===== src/rtl/mmio_io_ctrl.sv =====
// Memory-mapped I/O controller: RAM/IO decode, output registers, synchronised inputs,
// sticky W1C rising-edge capture. Define MMIO_IO_IRQ_EN to add the MASK register and irq.
module mmio_io_ctrl #(
  parameter int                ADDR_W   = 9,
  parameter int                DATA_W   = 16,
  parameter int                N_OUT    = 2,
  parameter int                OUT_W    = 8,
  parameter int                N_IN     = 2,
  parameter int                IN_W     = 8,
  parameter logic [ADDR_W-1:0] OUT_BASE = 9'h100,
  parameter logic [ADDR_W-1:0] IN_BASE  = 9'h140
) (
  input  logic                   clk,
  input  logic                   reset,
  input  logic [1:0]             mem_cmd,
  input  logic [ADDR_W-1:0]      mem_addr,
  input  logic [DATA_W-1:0]      write_data,
  output logic [DATA_W-1:0]      read_data,
  input  logic [DATA_W-1:0]      ram_dout,
  output logic                   ram_write,
  input  logic [N_IN*IN_W-1:0]   sw_in,
  output logic [N_OUT*OUT_W-1:0] led_out,
  output logic                   irq
);

  localparam int SW_W = N_IN * IN_W;
  localparam int EW   = (SW_W < DATA_W) ? SW_W : DATA_W;
  localparam logic [ADDR_W-1:0] EDGE_ADDR = ADDR_W'(IN_BASE + N_IN);
  localparam logic [ADDR_W-1:0] MASK_ADDR = ADDR_W'(IN_BASE + N_IN + 1);

  logic                   is_rd, is_wr, io_sel, ram_sel;
  logic [N_OUT-1:0]       out_hit;
  logic [N_IN-1:0]        in_hit;
  logic                   edge_hit, mask_hit;

  logic [N_OUT*OUT_W-1:0] out_q, out_d;
  logic [SW_W-1:0]        s1_q, s1_d, s2_q, s2_d, prev_q, prev_d;
  logic [SW_W-1:0]        rise;
  logic [1:0]             warm_q, warm_d;
  logic [EW-1:0]          edge_q, edge_d, edge_set, edge_clr;
  logic [EW-1:0]          mask_q, mask_d;
  logic                   irq_q, irq_d;

  assign is_rd     = (mem_cmd == 2'b01);
  assign is_wr     = (mem_cmd == 2'b10);
  assign io_sel    = mem_addr[ADDR_W-1];
  assign ram_sel   = ~io_sel;
  assign ram_write = ram_sel & is_wr;
  assign led_out   = out_q;

  always_comb begin
    out_hit  = '0;
    in_hit   = '0;
    edge_hit = io_sel && (mem_addr == EDGE_ADDR);
`ifdef MMIO_IO_IRQ_EN
    mask_hit = io_sel && (mem_addr == MASK_ADDR);
`else
    mask_hit = 1'b0;
`endif
    for (int k = 0; k < N_OUT; k++)
      out_hit[k] = io_sel && (mem_addr == ADDR_W'(OUT_BASE + k));
    for (int k = 0; k < N_IN; k++)
      in_hit[k] = io_sel && (mem_addr == ADDR_W'(IN_BASE + k));
  end

  // Warm-up counter holds off edge capture until the synchroniser holds real samples.
  always_comb begin
    out_d = out_q;
    for (int k = 0; k < N_OUT; k++)
      if (is_wr && out_hit[k]) out_d[k*OUT_W +: OUT_W] = write_data[OUT_W-1:0];
    s1_d     = sw_in;
    s2_d     = s1_q;
    prev_d   = s2_q;
    warm_d   = (warm_q == 2'd3) ? warm_q : warm_q + 2'd1;
    rise     = s2_q & ~prev_q;
    edge_set = (warm_q == 2'd3) ? rise[EW-1:0] : '0;
    edge_clr = (is_wr && edge_hit) ? write_data[EW-1:0] : '0;
    edge_d   = (edge_q & ~edge_clr) | edge_set;
    mask_d   = (is_wr && mask_hit) ? write_data[EW-1:0] : mask_q;
`ifdef MMIO_IO_IRQ_EN
    irq_d    = |(edge_d & mask_d);
`else
    irq_d    = 1'b0;
`endif
  end

  always_comb begin
    read_data = '0;
    if (is_rd) begin
      if (ram_sel) begin
        read_data = ram_dout;
      end else begin
        for (int k = 0; k < N_OUT; k++)
          if (out_hit[k]) read_data[OUT_W-1:0] = out_q[k*OUT_W +: OUT_W];
        for (int k = 0; k < N_IN; k++)
          if (in_hit[k]) read_data[IN_W-1:0] = s2_q[k*IN_W +: IN_W];
        if (edge_hit) read_data[EW-1:0] = edge_q;
        if (mask_hit) read_data[EW-1:0] = mask_q;
      end
    end
  end

  always_ff @(posedge clk or negedge reset) begin
    if (!reset) begin
      out_q  <= '0;
      s1_q   <= '0;
      s2_q   <= '0;
      prev_q <= '0;
      warm_q <= '0;
      edge_q <= '0;
      mask_q <= '0;
      irq_q  <= 1'b0;
    end else begin
      out_q  <= out_d;
      s1_q   <= s1_d;
      s2_q   <= s2_d;
      prev_q <= prev_d;
      warm_q <= warm_d;
      edge_q <= edge_d;
      mask_q <= mask_d;
      irq_q  <= irq_d;
    end
  end

  assign irq = irq_q;

endmodule


===== config.mk =====
export PLATFORM = sky130hd
export DESIGN_NAME = mmio_io_ctrl
export DESIGN_NICKNAME = d
export VERILOG_FILES = /design/src/rtl/mmio_io_ctrl.sv
export SDC_FILE = /design/constraint.sdc
export NUM_CORES = 1
export LEC_CHECK = 0
export ABC_AREA = 1
export CORE_MARGIN = 10
export CORE_UTILIZATION = 52
export CTS_BUF_LIST = sky130_fd_sc_hd__clkbuf_4
export DETAILED_ROUTE_END_ITERATION = 10
export PLACE_DENSITY = 0.9
export SLEW_MARGIN = 10
export SYNTH_ARGS = -nofsm -noshare
export SYNTH_HDL_FRONTEND = slang
export SYNTH_SLANG_ARGS = --single-unit

===== constraint.sdc =====
create_clock -name clk -period 3.7 [get_ports clk]
set_clock_uncertainty 0.2 [all_clocks]
set_input_delay 0.925 -clock clk [delete_from_list [all_inputs] [get_ports clk]]
set_output_delay 0.925 -clock clk [all_outputs]
set_load 0.05 [all_outputs]

After elaboration in Yosys (flattened, before gate mapping). Cells that the tools add are included.

Flip-flop bits (word level): 82. Bits of input ports: 61. Output and inout bits: 34. Word-level logic and storage cells: 40.

Add/subtract/negate cells: 1. Equal/unequal tests: 8. Multiplexer cells: 9. Bitwise operators: 7. Reductions and logical operators: 8.

Operators with widths (count): $mux W16 (5); $eq A9 B9 Y1 const B (5); $and A16 B16 Y16 (2); $mux W8 (4); $not A16 Y16 (2); $or A16 B16 Y16 (1); $logic_and A1 B1 Y1 (8); $eq A2 B2 Y1 const B (2); $add A2 B1 Y2 const B (1); $eq A2 B1 Y1 const B (1); $and A1 B1 Y1 (1); $not A1 Y1 (1).

Depth between registers and ports, before layout.
Word-level depth: 9. Gate-level depth with buffers: 10. Gate-level depth less buffers: 9.

Worst setup path before layout. No wires, ideal clock.

Path type: input -> output. Start: input port mem_addr[5]. End: output port read_data[0]. Arrival: 2.393 ns. Required time: 2.575 ns. Slack: 0.182 ns. Stages on the path: 8. Buffers on the path: 1. Cells stage by stage: nor2_2 -> inv_2 -> nor2_8 -> buf_4 -> nand3_1 -> nand2_1 -> o21bai_1 -> a21oi_1.

Longest elaborated chain between the ends: 9. Elaborated cells on any way between the ends: 17. Those cells by class: eq/ne (5); mux (7); reduce/logical (5).

RTL lines: start, declared (line 16) `input logic [ADDR_W-1:0] mem_addr,`; $eq A9 B9 Y1 (line 61) `out_hit[k] = io_sel && (mem_addr == ADDR_W'(OUT_BASE + k));`; $logic_and A1 B1 Y1 (line 61); $mux W8 (2 in a row) (line 94) `if (out_hit[k]) read_data[OUT_W-1:0] = out_q[k*OUT_W +: OUT_W];`; $mux W8 (2 in a row) (line 96) `if (in_hit[k]) read_data[IN_W-1:0] = s2_q[k*IN_W +: IN_W];`; $mux W16 (*) (line 97) `if (edge_hit) read_data[EW-1:0] = edge_q;`; $mux W16 (*) (line 90) `if (ram_sel) begin`; $mux W16 (*) (line 89) `if (is_rd) begin`; end, declared (line 18) `output logic [DATA_W-1:0] read_data,`.

Every way passes the cells marked *; elsewhere a longest branch is shown, timed or not.

Worst setup path in the final report.
Start: input port mem_addr[1]. End: output port read_data[3].

The elaborated chain is that of the path after synthesis.

==> results.toml <==
[clock_tree]
clockRootBuffer = "sky130_fd_sc_hd__clkbuf_4"
cts_inserted_buffers = 9
h-tree-depth = 3
cts_hold_buffers_added = 0
worstSkewPairLatency_ps = 420
clock_tree.buffer_depth = 2
clkSlewWorstSetupHoldPaths_ps = 120
tritoncts_num_sinks = 82
cts_tree = "built"

[floorplanning]
die_w_um = 100.7
die_h_um = 100.7
ioPinCount = 95
std_cell_rows = 29
floorplan.die_area_sq_um = 10130
initial_core_util_pct = 53.28
design.core.area_sq_um = 6350

[synthesis]
syn-cell-area_sq_um = 3383
synthesis.nets = 419
synth-async-reset-ratio_pct = 100.0
syn_area_per_cell_sq_um = 9.477
library_cells_used_by_synthesis = 29
post_synth_main_area_contributors = "sky130_fd_sc_hd__dfrtp_1 (61%), sky130_fd_sc_hd__nand2_1 (11%), sky130_fd_sc_hd__nand3_1 (4.9%), sky130_fd_sc_hd__o21ai_0 (4.0%), sky130_fd_sc_hd__inv_1 (3.1%)"
dominantRegCellSynth = "sky130_fd_sc_hd__dfrtp_1"
synth.cells.most_frequent = "sky130_fd_sc_hd__nand2_1 (100), sky130_fd_sc_hd__dfrtp_1 (82), sky130_fd_sc_hd__nand3_1 (33)"
synthesis.yosys.warnings = 0
number_of_storage_elements_in_the_synthesis_netlist = 82
post-synth-top-area-fraction_pct = 60.65
synthMostInstantiatedCell = "sky130_fd_sc_hd__nand2_1"
yosysSeqAreaShare_pct = 60.65
synth_edf_count = 0
postSynthCellCount = 357
synth_top_area_cell = "sky130_fd_sc_hd__dfrtp_1"

[drt]
post_drt_via_cell_ratio = 5.576
route.antenna.remaining_nets = 0
detailroute.via_count = 3039
route.detailed.drc = 0
number_of_drc_markers_after_the_initial_detailed_route_iteration = 266
detail_route.wirelength_um = 10400
firstDrtPassIters = 5
wl_per_cell_um = 19.08

[job]
maxCapViolCount = 0

[critical_path]
critPathMaxStageDelay_ps = 440
critPathArrivalTime_ps = 2570
worstSetupPathType = "input port to output pin"
crit_end_category = "output pin"
worst-path-max-fanout = 11
worstSetupStartpointType = "input port"
path_cells = "clkdlybuf4s50_1, inv_2, buf_4, nand2_1, nor2_2, buf_6, nand3_1, nand2_1, o21ai_1, a21oi_2, buf_12"
critPathRequiredTime_ps = 2570
crit_path_top_delay_cell = "sky130_fd_sc_hd__clkdlybuf4s50_1"
path_common_cell = "sky130_fd_sc_hd__nand2_1"
worstPathBufferInverterCount = 5
critical_path.top_delay_family = "buffers and inverters"

[global_route]
grt_start_max_net_pins = 83
grtUsageTotal_pct = 19.50
grt_antenna_before_repair = 0
global_route_wire_length_before_repair_um = 15470
globalRouteOverflowTotal = 0
first_global_vias = 3044

[timing]
finalHoldViolCount = 0
rsz0062_at_grt = "yes"
tightest_slew_ps = 1006
post-route-period-util_pct = 99.89
maxClockFrequency_mhz = 270.6
final_period_minus_worst_setup_slack_ps = 3696
setup-violations-final = 0
finalMaxSlewViolations = 0
slew-limit-headroom_pct = 32.91

[power_and_ir_drop]
powerDensity_nw_per_um2 = 332.9
p_leak_nw = 2.217
total_power_mw = 1.623
max-vdd-ir-drop_mv = 0.3168

[final_layout]
fill_cells = 384
area_growth_pct = 44.08
share_of_layout_cells_above_drive_strength_1_pct = 18.80
design_area_sq_um = 4875
final_net_count = 525
layoutNonFillerInstCount = 545
diodes_inserted = 0

[placement]
hpwl_um = 7374
placedCellCount = 526
gpl.final_weighted_congestion = 0.9610
area_of_placed_instances_sq_um = 4584
port-buffer-count = 93

[worst_hold_path]
worstHoldPathType = "flop to flop"

[run_status]
run_status = "finished clean"
==> through the flow <==
| step | hold slack (ps) | setup TNS, ps | util, % | setup slack (ps) |
|---|---|---|---|---|
| 2_1_floorplan | 131.2 | 0 | - | 182.3 |
| 3_3_place_gp | 131.3 | 0 | 72.20 | 9.016 |
| 6_report | 162.5 | 0 | 76.77 | 4.129 |
| 4_1_cts | 164.4 | 0 | 74.48 | 20.00 |
| 5_1_grt | 172.8 | -339.5 | 76.77 | -79.28 |
| 3_5_place_dp | 134.7 | -135.5 | 72.20 | -41.03 |
==> worst reg2reg max path: cells and delay by family, from the launching register on <==
kind / cells / cell delay (ps)
buffers and inverters: 1 / 280
adder cells (fa/ha/maj): 1 / 520
AO/OA/AOI/OAI: 1 / 420
flip-flops: 1 / 410
==> power breakdown <==
part           switching, mW  total, mW  internal [mW]
Sequential            0.0151      0.940          0.925
Clock                  0.321      0.462          0.141
Combinational          0.118      0.220          0.102
==> sequential cells by signal, summed over array words and instances (netlist names) <==
register,count
s1_q,16
led_out,16
edge_q,16
prev_d,16
warm_q,2
prev_q,16
==> layout make-up <==
type | count | area, sq um | area share, %
flip-flops and latches | 82 | 2052 | 42.09
repair buffers | 106 | 1246 | 25.56
multi-input cells | 231 | 1217 | 24.97
inverters | 32 | 135.1 | 2.772
well taps | 77 | 96.34 | 1.976
clock buffers | 9 | 67.56 | 1.386
clock inverters | 7 | 51.30 | 1.052
repair inverters | 1 | 8.758 | 0.1797
==> worst paths after layout <==
| path | startpoint | to | slack (ps) | cells past startpoint |
|---|---|---|---|---|
| max reg2reg | warm_q[0]$_DFFE_PN0N_ | edge_q[8]$_DFF_PN0_ | 1750 | 3 |
| min in group asynchronous | reset | prev_d[14]$_DFF_PN0_ | 430 | 1 |
| max in group asynchronous | reset | s1_q[0]$_DFF_PN0_ | 2180 | 1 |
| max | mem_addr[1] | read_data[3] | 4 | 11 |
| min reg2reg | s1_q[1]$_DFF_PN0_ | prev_d[1]$_DFF_PN0_ | 160 | 0 |
| min | s1_q[1]$_DFF_PN0_ | prev_d[1]$_DFF_PN0_ | 160 | 0 |
==> logic make-up (layout without fill, tap and decap cells) <==
family                   Yosys count  count (layout)  share of synthesized area (%)
buffers and inverters             44             155                          6.324
adder cells (fa/ha/maj)            1               1                         0.3698
other                              1               1                         0.1108
XOR/XNOR                           1               1                         0.2589
AO/OA/AOI/OAI                     66              66                          11.28
AND/OR/NAND/NOR                  162             162                          21.01
flip-flops                        82              82                          60.65
==> placed cells by master (no fill, tap or decap), drive strengths merged <==
cell / Yosys / layout
a21oi: 13 / 13
buf: 10 / 30
clkbuf: 2 / 10
clkdlybuf4s50: 0 / 70
clkinv: 1 / 4
clkinvlp: 0 / 2
conb: 1 / 1
dfrtp: 82 / 82
dlymetal6s2s: 0 / 5
ha: 1 / 1
inv: 31 / 34
nand2: 104 / 104
nand3: 34 / 34
nand4: 3 / 3
nor2: 20 / 20
nor3: 1 / 1
o21ai: 46 / 46
o21bai: 2 / 2
o31ai: 5 / 5
xnor2: 1 / 1
==> layer usage <==
metal  share of wire (%)  vias to the layer above  wire (um)  GRT usage [%]
li1                    -                     1374          -              -
met1                  36                     1478       3785          22.45
met2                  52                      152       5445          33.22
met3                 7.5                       35        783          4.527
met4                 3.7                        0        386          9.565
met5                   0                        -          0              0
==> what timing repair did <==
item	CTS	global route
pin swaps	0	9
resized for setup	7	28
buffers inserted	0	1
cloned	0	2
setup endpoints to repair	6	16
No activity file was read; power rests on OpenSTA's default activity.
